==> config.mk <==
export PLATFORM = sky130hd
export DESIGN_NAME = otsu_thresh_core_flat
export DESIGN_NICKNAME = d
export VERILOG_FILES = /design/src/rtl/otsu_thresh_core_pkg.sv /design/src/rtl/otsu_thresh_core_if.sv /design/src/rtl/otsu_sigma_dp.sv /design/src/rtl/otsu_thresh_core.sv /design/src/flat_wrapper.sv
export SDC_FILE = /design/constraint.sdc
export NUM_CORES = 2
export LEC_CHECK = 0
export CORE_MARGIN = 2
export CORE_UTILIZATION = 55
export CTS_BUF_LIST = sky130_fd_sc_hd__clkbuf_8
export CTS_CLUSTER_SIZE = 10
export DETAILED_ROUTE_END_ITERATION = 16
export PLACE_DENSITY = 0.75
export SYNTH_ARGS = -nofsm -noshare
export SYNTH_HDL_FRONTEND = slang
export SYNTH_HIERARCHICAL = 1
export SYNTH_SLANG_ARGS = --single-unit
export TNS_END_PERCENT = 10
==> constraint.sdc <==
create_clock -name clock -period 86.6 [get_ports clock]
set_input_delay 12.99 -clock clock [delete_from_list [all_inputs] [get_ports clock]]
set_output_delay 12.99 -clock clock [all_outputs]
set_load 0.01 [all_outputs]
==> src/rtl/otsu_thresh_core_pkg.sv <==
// otsu_pkg: shared width derivations and FSM state encoding for the Otsu
// between-class-variance evaluator (otsu_thresh_core, otsu_sigma_dp,
// otsu_thresh_core_if). No ports.
package otsu_pkg;

  // Count width after dropping the low N_SHIFT bits of the raw counts.
  function automatic int calc_nw(input int cnt_w, input int n_shift);
    return cnt_w - n_shift;
  endfunction

  // sigma = (N1*N2) * d^2 needs two 2*NW products multiplied together.
  function automatic int calc_sig_w(input int nw);
    return 4 * nw;
  endfunction

  localparam logic [2:0] ST_IDLE = 3'd0;
  localparam logic [2:0] ST_DIV1 = 3'd1;
  localparam logic [2:0] ST_DIV2 = 3'd2;
  localparam logic [2:0] ST_SUB  = 3'd3;
  localparam logic [2:0] ST_SQ   = 3'd4;
  localparam logic [2:0] ST_SIG  = 3'd5;
  localparam logic [2:0] ST_CMP  = 3'd6;
  localparam logic [2:0] ST_EMIT = 3'd7;

endpackage

==> src/rtl/otsu_thresh_core_if.sv <==
// otsu_thresh_core_if: candidate stream (valid/ready) and result bus of the
// Otsu evaluator. master = candidate producer / result consumer,
// slave = otsu_thresh_core.
interface otsu_thresh_core_if #(
  parameter int GRAY_BITS = 7,
  parameter int CNT_W     = 20,
  parameter int SUM_W     = 23,
  parameter int N_SHIFT   = 4
);
  localparam int NW = otsu_pkg::calc_nw(CNT_W, N_SHIFT);
  localparam int SW = otsu_pkg::calc_sig_w(NW);

  logic                 cand_vld;
  logic                 cand_rdy;
  logic [CNT_W-1:0]     n1;
  logic [CNT_W-1:0]     n2;
  logic [SUM_W-1:0]     ga1;
  logic [SUM_W-1:0]     ga2;
  logic                 frame_end;
  logic                 thr_vld;
  logic [GRAY_BITS-1:0] thr_out;
  logic [SW-1:0]        sigma_max_out;

  modport master (
    output cand_vld, n1, n2, ga1, ga2, frame_end,
    input  cand_rdy, thr_vld, thr_out, sigma_max_out
  );

  modport slave (
    input  cand_vld, n1, n2, ga1, ga2, frame_end,
    output cand_rdy, thr_vld, thr_out, sigma_max_out
  );

endinterface

==> src/rtl/otsu_sigma_dp.sv <==
// otsu_sigma_dp: shared combinational datapath (one divider, one multiplier,
// one saturating subtractor) whose operands are selected by the core's FSM state.
// Ports: state_i selects operands; n*/ga*/mu*/d/nn/sq are the core's registers;
// quot_o = mean, dsat_o = |mu1-mu2| saturated, prod_o = product. Macro: OTSU_ROUND_DIV_EN.
module otsu_sigma_dp
  import otsu_pkg::*;
#(
  parameter int NW    = 16,
  parameter int SUM_W = 23
) (
  input  logic [2:0]       state_i,
  input  logic [NW-1:0]    n1_i,
  input  logic [NW-1:0]    n2_i,
  input  logic [SUM_W-1:0] ga1_i,
  input  logic [SUM_W-1:0] ga2_i,
  input  logic [SUM_W-1:0] mu1_i,
  input  logic [SUM_W-1:0] mu2_i,
  input  logic [NW-1:0]    d_i,
  input  logic [2*NW-1:0]  nn_i,
  input  logic [2*NW-1:0]  sq_i,
  output logic [SUM_W-1:0] quot_o,
  output logic [NW-1:0]    dsat_o,
  output logic [4*NW-1:0]  prod_o
);
  // One extra bit so the rounding bias cannot overflow the numerator.
  localparam int DIVW = (SUM_W + 1 > NW) ? SUM_W + 1 : NW;
  localparam int DW   = (SUM_W > NW) ? SUM_W : NW;
  localparam int MW   = 4 * NW;

  logic [DIVW-1:0] num_w;
  logic [DIVW-1:0] den_w;
  logic [DIVW-1:0] q_w;

  always_comb begin
    num_w = DIVW'(ga1_i);
    den_w = DIVW'(n1_i);
    if (state_i == ST_DIV2) begin
      num_w = DIVW'(ga2_i);
      den_w = DIVW'(n2_i);
    end
`ifdef OTSU_ROUND_DIV_EN
    num_w = num_w + (den_w >> 1);
`endif
    q_w = '0;
    if (den_w != '0) q_w = num_w / den_w;
  end

  // The quotient always fits SUM_W bits; the clamp only keeps the top bits live.
  assign quot_o = (|q_w[DIVW-1:SUM_W]) ? {SUM_W{1'b1}} : q_w[SUM_W-1:0];

  logic [SUM_W-1:0] diff;
  logic [DW-1:0]    diff_w;

  assign diff   = (mu1_i >= mu2_i) ? (mu1_i - mu2_i) : (mu2_i - mu1_i);
  assign diff_w = DW'(diff);
  assign dsat_o = (diff_w > DW'({NW{1'b1}})) ? {NW{1'b1}} : diff_w[NW-1:0];

  // DIV1: N1*N2, SQ: d*d, SIG: (N1*N2)*sq. Operands are < 2^(2*NW), so a
  // 4*NW result is exact.
  logic [MW-1:0] ma;
  logic [MW-1:0] mb;

  always_comb begin
    ma = MW'(n1_i);
    mb = MW'(n2_i);
    if (state_i == ST_SQ) begin
      ma = MW'(d_i);
      mb = MW'(d_i);
    end else if (state_i == ST_SIG) begin
      ma = MW'(nn_i);
      mb = MW'(sq_i);
    end
  end

  assign prod_o = ma * mb;

endmodule

==> src/rtl/otsu_thresh_core.sv <==
// otsu_thresh_core: per-candidate Otsu sigma = N1*N2*(mu1-mu2)^2, running arg-max,
// result pulse on frame end. Ports: clock, rst_n (async, active-low), bus
// (otsu_thresh_core_if.slave). One candidate per 7 cycles; cand_rdy only in IDLE
// and never after 2**GRAY_BITS candidates until the result is emitted.
// Macro: OTSU_ROUND_DIV_EN selects round-to-nearest means (default truncating).
module otsu_thresh_core
  import otsu_pkg::*;
#(
  parameter int GRAY_BITS = 7,
  parameter int CNT_W     = 20,
  parameter int SUM_W     = 23,
  parameter int N_SHIFT   = 4
) (
  input  logic              clock,
  input  logic              rst_n,
  otsu_thresh_core_if.slave bus
);
  localparam int NW = calc_nw(CNT_W, N_SHIFT);
  localparam int SW = calc_sig_w(NW);
  localparam int PW = 2 * NW;

  logic [2:0]           state_q, state_d;
  logic [NW-1:0]        n1_q, n1_d, n2_q, n2_d;
  logic [SUM_W-1:0]     ga1_q, ga1_d, ga2_q, ga2_d;
  logic [SUM_W-1:0]     mu1_q, mu1_d, mu2_q, mu2_d;
  logic [NW-1:0]        dif_q, dif_d;
  logic [PW-1:0]        nn_q, nn_d, sq_q, sq_d;
  logic [SW-1:0]        sig_q, sig_d, max_q, max_d, sig_out_q, sig_out_d;
  logic [GRAY_BITS-1:0] tmax_q, tmax_d, thr_out_q, thr_out_d;
  // Extra MSB marks "2**GRAY_BITS candidates taken"; the index never wraps.
  logic [GRAY_BITS:0]   idx_q, idx_d;
  logic                 pend_q, pend_d, thr_vld_q, thr_vld_d;

  logic [SUM_W-1:0]     quot;
  logic [NW-1:0]        dsat;
  logic [SW-1:0]        prod;
  logic                 rdy;
  logic                 accept;

  assign rdy    = (state_q == ST_IDLE) && !idx_q[GRAY_BITS];
  assign accept = bus.cand_vld && rdy;

  assign bus.cand_rdy      = rdy;
  assign bus.thr_vld       = thr_vld_q;
  assign bus.thr_out       = thr_out_q;
  assign bus.sigma_max_out = sig_out_q;

  otsu_sigma_dp #(
    .NW    (NW),
    .SUM_W (SUM_W)
  ) u_dp (
    .state_i (state_q),
    .n1_i    (n1_q),
    .n2_i    (n2_q),
    .ga1_i   (ga1_q),
    .ga2_i   (ga2_q),
    .mu1_i   (mu1_q),
    .mu2_i   (mu2_q),
    .d_i     (dif_q),
    .nn_i    (nn_q),
    .sq_i    (sq_q),
    .quot_o  (quot),
    .dsat_o  (dsat),
    .prod_o  (prod)
  );

  always_comb begin
    state_d   = state_q;
    n1_d      = n1_q;
    n2_d      = n2_q;
    ga1_d     = ga1_q;
    ga2_d     = ga2_q;
    mu1_d     = mu1_q;
    mu2_d     = mu2_q;
    dif_d     = dif_q;
    nn_d      = nn_q;
    sq_d      = sq_q;
    sig_d     = sig_q;
    max_d     = max_q;
    tmax_d    = tmax_q;
    idx_d     = idx_q;
    pend_d    = pend_q;
    thr_vld_d = 1'b0;
    thr_out_d = thr_out_q;
    sig_out_d = sig_out_q;

    case (state_q)
      ST_IDLE: begin
        if (accept) begin
          n1_d    = bus.n1[CNT_W-1:N_SHIFT];
          n2_d    = bus.n2[CNT_W-1:N_SHIFT];
          ga1_d   = bus.ga1;
          ga2_d   = bus.ga2;
          pend_d  = bus.frame_end;
          state_d = ST_DIV1;
        end else if (bus.frame_end) begin
          state_d = ST_EMIT;
        end
      end
      ST_DIV1: begin
        mu1_d   = quot;
        nn_d    = prod[PW-1:0];
        state_d = ST_DIV2;
      end
      ST_DIV2: begin
        mu2_d   = quot;
        state_d = ST_SUB;
      end
      ST_SUB: begin
        dif_d   = dsat;
        state_d = ST_SQ;
      end
      ST_SQ: begin
        sq_d    = prod[PW-1:0];
        state_d = ST_SIG;
      end
      ST_SIG: begin
        sig_d   = prod;
        state_d = ST_CMP;
      end
      ST_CMP: begin
        // Strict compare: on a tie the earlier threshold is kept.
        if (sig_q > max_q) begin
          max_d  = sig_q;
          tmax_d = idx_q[GRAY_BITS-1:0];
        end
        idx_d   = idx_q + 1'b1;
        // A frame_end arriving in this very cycle still closes the frame.
        state_d = (pend_q || bus.frame_end) ? ST_EMIT : ST_IDLE;
      end
      default: begin  // ST_EMIT
        thr_vld_d = 1'b1;
        thr_out_d = tmax_q;
        sig_out_d = max_q;
        max_d     = '0;
        tmax_d    = '0;
        idx_d     = '0;
        pend_d    = 1'b0;
        state_d   = ST_IDLE;
      end
    endcase

    if (bus.frame_end && (state_q >= ST_DIV1) && (state_q <= ST_SIG)) pend_d = 1'b1;
  end

  always_ff @(posedge clock or negedge rst_n) begin
    if (!rst_n) begin
      state_q   <= ST_IDLE;
      n1_q      <= '0;
      n2_q      <= '0;
      ga1_q     <= '0;
      ga2_q     <= '0;
      mu1_q     <= '0;
      mu2_q     <= '0;
      dif_q     <= '0;
      nn_q      <= '0;
      sq_q      <= '0;
      sig_q     <= '0;
      max_q     <= '0;
      tmax_q    <= '0;
      idx_q     <= '0;
      pend_q    <= 1'b0;
      thr_vld_q <= 1'b0;
      thr_out_q <= '0;
      sig_out_q <= '0;
    end else begin
      state_q   <= state_d;
      n1_q      <= n1_d;
      n2_q      <= n2_d;
      ga1_q     <= ga1_d;
      ga2_q     <= ga2_d;
      mu1_q     <= mu1_d;
      mu2_q     <= mu2_d;
      dif_q     <= dif_d;
      nn_q      <= nn_d;
      sq_q      <= sq_d;
      sig_q     <= sig_d;
      max_q     <= max_d;
      tmax_q    <= tmax_d;
      idx_q     <= idx_d;
      pend_q    <= pend_d;
      thr_vld_q <= thr_vld_d;
      thr_out_q <= thr_out_d;
      sig_out_q <= sig_out_d;
    end
  end

endmodule

==> src/flat_wrapper.sv <==
// flat-port wrapper written by rule: the top's interface ports become plain ports
module otsu_thresh_core_flat import otsu_pkg::*;
#(
  parameter int GRAY_BITS = 7,
  parameter int CNT_W     = 20,
  parameter int SUM_W     = 23,
  parameter int N_SHIFT   = 4
)
  (clock, rst_n, bus_cand_vld, bus_n1, bus_n2, bus_ga1, bus_ga2, bus_frame_end, bus_cand_rdy, bus_thr_vld, bus_thr_out, bus_sigma_max_out);
  otsu_thresh_core_if #(.GRAY_BITS(GRAY_BITS), .CNT_W(CNT_W), .SUM_W(SUM_W), .N_SHIFT(N_SHIFT)) bus_i ();
  input  logic clock;
  input  logic rst_n;
  input wire logic [$bits(bus_i.cand_vld)-1:0] bus_cand_vld;
  input wire logic [$bits(bus_i.n1)-1:0] bus_n1;
  input wire logic [$bits(bus_i.n2)-1:0] bus_n2;
  input wire logic [$bits(bus_i.ga1)-1:0] bus_ga1;
  input wire logic [$bits(bus_i.ga2)-1:0] bus_ga2;
  input wire logic [$bits(bus_i.frame_end)-1:0] bus_frame_end;
  output wire logic [$bits(bus_i.cand_rdy)-1:0] bus_cand_rdy;
  output wire logic [$bits(bus_i.thr_vld)-1:0] bus_thr_vld;
  output wire logic [$bits(bus_i.thr_out)-1:0] bus_thr_out;
  output wire logic [$bits(bus_i.sigma_max_out)-1:0] bus_sigma_max_out;
  assign bus_i.cand_vld = bus_cand_vld;
  assign bus_i.n1 = bus_n1;
  assign bus_i.n2 = bus_n2;
  assign bus_i.ga1 = bus_ga1;
  assign bus_i.ga2 = bus_ga2;
  assign bus_i.frame_end = bus_frame_end;
  assign bus_cand_rdy = bus_i.cand_rdy;
  assign bus_thr_vld = bus_i.thr_vld;
  assign bus_thr_out = bus_i.thr_out;
  assign bus_sigma_max_out = bus_i.sigma_max_out;
  otsu_thresh_core #(.GRAY_BITS(GRAY_BITS), .CNT_W(CNT_W), .SUM_W(SUM_W), .N_SHIFT(N_SHIFT)) u_core (.clock(clock), .rst_n(rst_n), .bus(bus_i));
endmodule
After elaboration in Yosys (flattened, before gate mapping):

Index checks and enable logic that the tools add are counted.

* $mul: 1
* equality and inequality tests: 10
* bitwise logic cells: 1
* multiplexer cells: 23
* add/subtract/negate cells: 3
* magnitude comparators: 5
* reductions and logical operators: 14
* div/mod/pow operators: 1

Operator list (number)
* 32-bit 2-to-1 mux: 4
* 64-bit one-hot mux with 2 select lines: 1
* 23-bit 2-to-1 mux: 3
* 64-bit > comparator: 1
* 64-bit by 64-bit multiplier with 64-bit output: 1
* 64-bit 2-to-1 mux: 1
* 23-bit subtractor: 2
* 16-bit 2-to-1 mux: 2
* 24-bit by 24-bit divider with 24-bit output: 1
* 24-bit 2-to-1 mux: 1
* 24-bit nonzero test: 1
* 23-bit >= comparator: 1
* 23-bit by 16-bit > comparator with 1-bit output (second input constant): 1
* 3-bit one-hot mux with 7 select lines: 1
* 8-bit one-hot mux with 2 select lines: 1
* 7-bit one-hot mux with 2 select lines: 1
* 6-bit OR reduction: 2
* 3-bit == test (second input constant): 3
* 3-bit 2-to-1 mux: 3
* 8-bit by 1-bit adder with 8-bit output (second input constant): 1
* 7-bit 2-to-1 mux: 1
* 7-bit OR reduction: 1
* 3-bit by 2-bit == test with 1-bit output (second input constant): 2
* 3-bit by 2-bit inequality test with 1-bit output (second input constant): 2
* 12 further kinds: 20

* output and inout port bits: 73
* register bits after elaboration: 423
* input bits: 90

Depth between registers and ports, before layout:

* depth after elaboration: 6
* mapped depth: 279

Modules after synthesis:

The synthesis kept the hierarchy.

Modules (own cells, without submodules)
* otsu_sigma_dp: seq. area each 0.0 µm², instances 1, area each 49133.4 µm², cells an instance 6183
* otsu_thresh_core: seq. area each 10585.2 µm², instances 1, area each 17858.4 µm², cells an instance 1300

Least setup slack after synthesis:

Ideal clock, no wire load.

* kind: flip-flop to flip-flop
* start point: reg u_core.state_q[0]
* end point: reg u_core.mu1_q[0]
* library setup time: 0.125 ns
* required time: 86.475 ns
* slack: 29.448 ns
* stages on the path, launching flop included: 261
* period minus slack after synthesis: 57.152 ns
* arrival: 57.028 ns
* cells stage by stage: dfrtp_1 -> nor3b_2 -> buf_2 -> buf_1 -> buf_1 -> mux2i_1 -> ha_1 -> o21a_1 -> o21ai_0 -> o21ai_0 -> and2_1 -> ha_1 -> o21a_1 -> o21a_1 -> o21ai_0 -> or2_1 -> a31oi_2 -> inv_1 -> (+225 left out) -> buf_2 -> mux2i_1 -> ha_1 -> a21oi_1 -> nor2b_1 -> o21ai_0 -> nand2b_1 -> a21oi_1 -> nor2b_1 -> o21ai_0 -> nand2b_1 -> a21oi_1 -> or3_1 -> nand4b_1 -> a221o_1 -> a21oi_1 -> a31oi_1 -> mux2_2

* cells in the longest elaborated chain, start to end: 5
* elaborated cells on any way between the ends: 8

RTL lines
* from (decl): RTL line otsu_thresh_core.sv:22 `logic [2:0] state_q, state_d;`
* from (signal assigned): RTL line otsu_thresh_core.sv:167 `state_q <= state_d;`
* 3-bit by 2-bit == test with 1-bit output *: RTL line otsu_sigma_dp.sv:37 `if (state_i == ST_DIV2) begin`
* 23-bit 2-to-1 mux / 16-bit 2-to-1 mux (equally long branches): RTL line otsu_sigma_dp.sv:37
* 24-bit by 24-bit divider with 24-bit output / 24-bit nonzero test (equally long branches): RTL line otsu_sigma_dp.sv:45 `if (den_w != '0) q_w = num_w / den_w;`
* 24-bit 2-to-1 mux *: RTL line otsu_sigma_dp.sv:45
* 23-bit 2-to-1 mux *: RTL line otsu_sigma_dp.sv:49 `assign quot_o = (|q_w[DIVW-1:SUM_W]) ? {SUM_W{1'b1}} : q_w[SUM_W-1:0];`
* net u_core.quot[0]: RTL line otsu_thresh_core.sv:34 `logic [SUM_W-1:0] quot;`
* to (signal assigned): RTL line otsu_thresh_core.sv:172 `mu1_q <= mu1_d;`
* to (decl): RTL line otsu_thresh_core.sv:25 `logic [SUM_W-1:0] mu1_q, mu1_d, mu2_q, mu2_d;`

Mark *: on every way through the listed nets, which the timed path passes. The rest lies on a longest branch.
A chain may end at the register's enable or synchronous reset.

Worst setup path after layout:

* start point: reg u_core.state_q[2]
* end point: reg u_core.mu1_q[0]

The elaborated chain is that of the path after synthesis.

==> impl_metrics.xml <==
<?xml version="1.0" encoding="UTF-8"?>
<metrics>
  <group name="finish">
    <metric name="layout.cells.most_common" unit="">sky130_fd_sc_hd__inv_1</metric>
    <metric name="drive_above_1_share" unit="%">10.3</metric>
    <metric name="postLayoutCellArea" unit="sq um">72300</metric>
    <metric name="n_fill_cell" unit="">10400</metric>
    <metric name="layout.cells.non_filler" unit="">9188</metric>
    <metric name="layout_common_cells" unit="">1192 x sky130_fd_sc_hd__inv_1, 1184 x sky130_fd_sc_hd__nand2_1, 898 x sky130_fd_sc_hd__fa_1, 636 x sky130_fd_sc_hd__ha_1, 427 x sky130_fd_sc_hd__mux2_2</metric>
    <metric name="layout-area-overhead-vs-synth" unit="%">7.87</metric>
    <metric name="design.final.nets" unit="">9124</metric>
  </group>
  <group name="logic_synthesis">
    <metric name="biggest_area_consumer_among_synthesized_cells" unit="">sky130_fd_sc_hd__fa_1</metric>
    <metric name="synthesis.area_per_instance" unit="sq um">8.95</metric>
    <metric name="synth.net_count" unit="">9107</metric>
    <metric name="synth_cell_types" unit="">99</metric>
    <metric name="postSynth.topFlopCell" unit="">sky130_fd_sc_hd__dfrtp_1</metric>
    <metric name="synth.yosys.seq_area_share" unit="%">15.8</metric>
    <metric name="synth_edf_count" unit="">0</metric>
    <metric name="asyncSetResetFlopFracSynth" unit="%">100</metric>
    <metric name="yosys_warnings" unit="">6</metric>
    <metric name="mappedNetlistArea" unit="sq um">67000</metric>
    <metric name="postSynthRegisterBits" unit="">423</metric>
    <metric name="synth_top_cells_by_area" unit="">sky130_fd_sc_hd__fa_1 27%, sky130_fd_sc_hd__dfrtp_1 16%, sky130_fd_sc_hd__ha_1 12%, sky130_fd_sc_hd__mux2_2 7.2%, sky130_fd_sc_hd__nand2_1 6.6%</metric>
    <metric name="synth_top_area_share" unit="%">26.8</metric>
    <metric name="netlist_instances" unit="">7483</metric>
  </group>
  <group name="timing">
    <metric name="clock-skew-final" unit="ns">0.0583</metric>
    <metric name="max_freq" unit="MHz">15.3</metric>
    <metric name="hold_fails_final_rpt" unit="">0</metric>
    <metric name="timing_worst_slew_pin_value" unit="ns">1.38</metric>
    <metric name="grt_setup_unrepaired" unit="">false</metric>
    <metric name="setup_viol" unit="">0</metric>
    <metric name="post_layout_minimum_cycle_time" unit="ns">65.32</metric>
    <metric name="finalMaxSlewViolations" unit="">0</metric>
    <metric name="setup_tns" unit="ns">0</metric>
    <metric name="max-slew-margin-rel" unit="%">7.95</metric>
    <metric name="final_min_period_over_clock_period" unit="%">75.4</metric>
  </group>
  <group name="worst_setup_path">
    <metric name="critPathCapture" unit="">u_core/mu1_q[0]</metric>
    <metric name="endpoint_kind" unit="">register</metric>
    <metric name="critical_path.reg2reg.endpoint" unit="">u_core/mu1_q[0]</metric>
    <metric name="most_frequent_cell_on_critical_path" unit="">sky130_fd_sc_hd__o21a_1</metric>
    <metric name="critPathSlowestCell" unit="">sky130_fd_sc_hd__a222oi_1</metric>
    <metric name="critical_path_required" unit="ns">87.23</metric>
    <metric name="timing.reg2reg.worst_path_depth" unit="">249</metric>
    <metric name="critical_path_class" unit="">reg2reg</metric>
    <metric name="path_max_fanout" unit="">29</metric>
    <metric name="critical_path_arrival" unit="ns">65.96</metric>
    <metric name="highest_cell_delay_on_the_worst_timing_path" unit="ns">0.94</metric>
    <metric name="rr_startpoint" unit="">u_core/state_q[2]</metric>
    <metric name="crit_start" unit="">u_core/state_q[2]</metric>
    <metric name="r2r_slack" unit="ns">21.28</metric>
    <metric name="worstSetupStartpointType" unit="">register</metric>
  </group>
  <group name="clocking">
    <metric name="cts-hold-fix-buffers" unit="">0</metric>
    <metric name="cts-resized-gates" unit="">0</metric>
    <metric name="cts.htree.levels" unit="">3</metric>
    <metric name="cts_tree" unit="">yes</metric>
    <metric name="cts_setup_buffers" unit="">0</metric>
    <metric name="clkLatencyLatePin" unit="ns">0.80</metric>
    <metric name="clockBufferDepth" unit="">3</metric>
    <metric name="clk_pin_slew" unit="ns">0.06</metric>
    <metric name="cts-root-buf" unit="">sky130_fd_sc_hd__clkbuf_8</metric>
    <metric name="cts_inserted_buffers" unit="">79</metric>
    <metric name="cts.sink_count" unit="">423</metric>
  </group>
  <group name="worst_hold_path">
    <metric name="timing.hold.worst.start" unit="">u_core/dif_q[2]</metric>
    <metric name="worst_min_delay_path_category" unit="">reg2reg</metric>
  </group>
  <group name="drt">
    <metric name="overall_via_count_from_detail_route" unit="">55600</metric>
    <metric name="wl" unit="mm">201</metric>
    <metric name="drt-initial-drc-count" unit="">5490</metric>
    <metric name="detailedRoute.firstPassIterationCount" unit="">8</metric>
    <metric name="postRouteAntennaNets" unit="">0</metric>
    <metric name="wl_per_cell" unit="microns">21.9</metric>
    <metric name="avgViaCountPerCell" unit="">6.05</metric>
    <metric name="drc" unit="">0</metric>
  </group>
  <group name="global_route">
    <metric name="grt_first_pass_wirelength" unit="mm">319</metric>
    <metric name="grt_pass1_vias" unit="">56900</metric>
    <metric name="grt_antenna_before_repair" unit="">9</metric>
    <metric name="grt_max_degree" unit="">175</metric>
    <metric name="global_route.usage.total" unit="%">32.6</metric>
    <metric name="globalRoute.totalOverflow" unit="">0</metric>
  </group>
  <group name="placed_design">
    <metric name="buffer_ports.inserted" unit="">154</metric>
    <metric name="dpl-instance-area" unit="sq um">70600</metric>
    <metric name="dpl.hpwl" unit="mm">151</metric>
    <metric name="placed_cells_incl_taps" unit="">9044</metric>
    <metric name="finalWeightedCongestion" unit="">0.986</metric>
  </group>
  <group name="floorplanning">
    <metric name="core" unit="sq um">121000</metric>
    <metric name="placementRows" unit="">128</metric>
    <metric name="dieWidth" unit="microns">353</metric>
    <metric name="floorplan.initialDensity" unit="%">55.2</metric>
    <metric name="dieHeight" unit="microns">353</metric>
    <metric name="die_area" unit="sq um">125000</metric>
    <metric name="io_pins" unit="">163</metric>
  </group>
  <group name="run">
    <metric name="drv.max_cap_violation_count" unit="">0</metric>
  </group>
  <group name="outcome">
    <metric name="run_status" unit="">completed</metric>
  </group>
</metrics>
critical path, delay by kind of cell (launching register included):
kind | cells | cell delay, ns
compound gates | 134 | 34.22
xor+xnor | 1 | 0.23
fa+ha+maj | 23 | 7.36
buf+inv | 12 | 2.67
flops | 1 | 0.92
mux | 12 | 4.46
simple gates | 67 | 15.12
metal layers:
layer | vias to the layer above | track usage [%] | wire (microns)
met3 | 520 | 7.91 | 22500
met2 | 2811 | 48.8 | 86300
met4 | 6 | 12.5 | 8740
met5 | - | 0 | 36
li1 | 24500 | - | -
met1 | 27800 | 45.8 | 83800
synthesized netlist by cell type (24+ instances only):
library cell	instances
sky130_fd_sc_hd__nand2_1	1186
sky130_fd_sc_hd__inv_1	1175
sky130_fd_sc_hd__fa_1	898
sky130_fd_sc_hd__ha_1	636
sky130_fd_sc_hd__mux2_2	427
sky130_fd_sc_hd__dfrtp_1	423
sky130_fd_sc_hd__nor2_1	339
sky130_fd_sc_hd__a21oi_1	281
sky130_fd_sc_hd__clkbuf_1	279
sky130_fd_sc_hd__o21ai_0	179
sky130_fd_sc_hd__xnor2_1	130
sky130_fd_sc_hd__nor3_1	106
sky130_fd_sc_hd__o21a_1	106
sky130_fd_sc_hd__and3_1	91
sky130_fd_sc_hd__a21o_1	89
sky130_fd_sc_hd__nand4_1	82
sky130_fd_sc_hd__xor2_1	82
sky130_fd_sc_hd__and2_1	79
sky130_fd_sc_hd__nor2b_1	75
sky130_fd_sc_hd__nand3_1	68
sky130_fd_sc_hd__mux2i_1	63
sky130_fd_sc_hd__o31ai_1	60
sky130_fd_sc_hd__o311ai_0	54
sky130_fd_sc_hd__nand2b_1	40
sky130_fd_sc_hd__or3_1	39
sky130_fd_sc_hd__o21ai_1	32
sky130_fd_sc_hd__a22o_1	31
sky130_fd_sc_hd__a211oi_1	30
sky130_fd_sc_hd__a31oi_1	28
sky130_fd_sc_hd__o21bai_1	24
through the flow:
step	setup slack (ns)	util [%]	hold slack (ns)
final	21.28	59.5	0.501
after detailed placement	22.64	58.1	0.490
after global routing	16.94	59.5	0.509
after floorplan	29.45	-	0.471
after CTS	22.28	59.5	0.503
after global placement	23.76	58.1	0.483
flip-flops by register name, summed over array words and instances, names as in the netlist, 23 cells and up:
register,flops
u_core/bus.sigma_max_out,64
u_core/max_q,64
u_core/mu2_q,23
u_core/sq_q,32
u_core/sig_q,64
u_core/mu1_q,23
u_core/ga2_q,23
u_core/ga1_q,23
u_core/nn_q,32
how the worst min path moves through the flow:
stage | to | slack, ns | cells past startpoint
global placement | u_core/dif_q[1] | 0.48 | 1
detailed placement | u_core/dif_q[3] | 0.49 | 1
global route | u_core/dif_q[4] | 0.51 | 1
finish | u_core/dif_q[2] | 0.50 | 1
CTS | u_core/dif_q[2] | 0.50 | 1
floorplan | u_core/dif_q[0] | 0.47 | 1
area by class of cell:
| class | instances | area, sq um | share of cell area (%) |
|---|---|---|---|
| Multi-Input combinational cell | 5550 | 51100 | 70.7 |
| Clock buffer | 92 | 1270 | 1.75 |
| Inverter | 1177 | 4420 | 6.11 |
| Sequential cell | 423 | 10600 | 14.7 |
| Tap cell | 1625 | 2030 | 2.81 |
| Timing Repair Buffer | 269 | 2430 | 3.37 |
| Clock inverter | 48 | 433 | 0.599 |
| Antenna cell | 4 | 10.0 | 0.0139 |
logic make-up after synthesis:
group / count (synthesis) / share of synthesized area, %
multiplexers: 498 / 8.29
XOR/XNOR: 212 / 2.77
other: 1 / 0.00560
adder cells (fa/ha/maj): 1534 / 38.7
AO/OA/AOI/OAI: 1091 / 10.9
flip-flops: 423 / 15.8
buffers and inverters: 1510 / 8.62
AND/OR/NAND/NOR: 2214 / 14.9
Power is not shown: default switching activity piles up to over one toggle a cycle in this logic, so the estimate is an artifact.
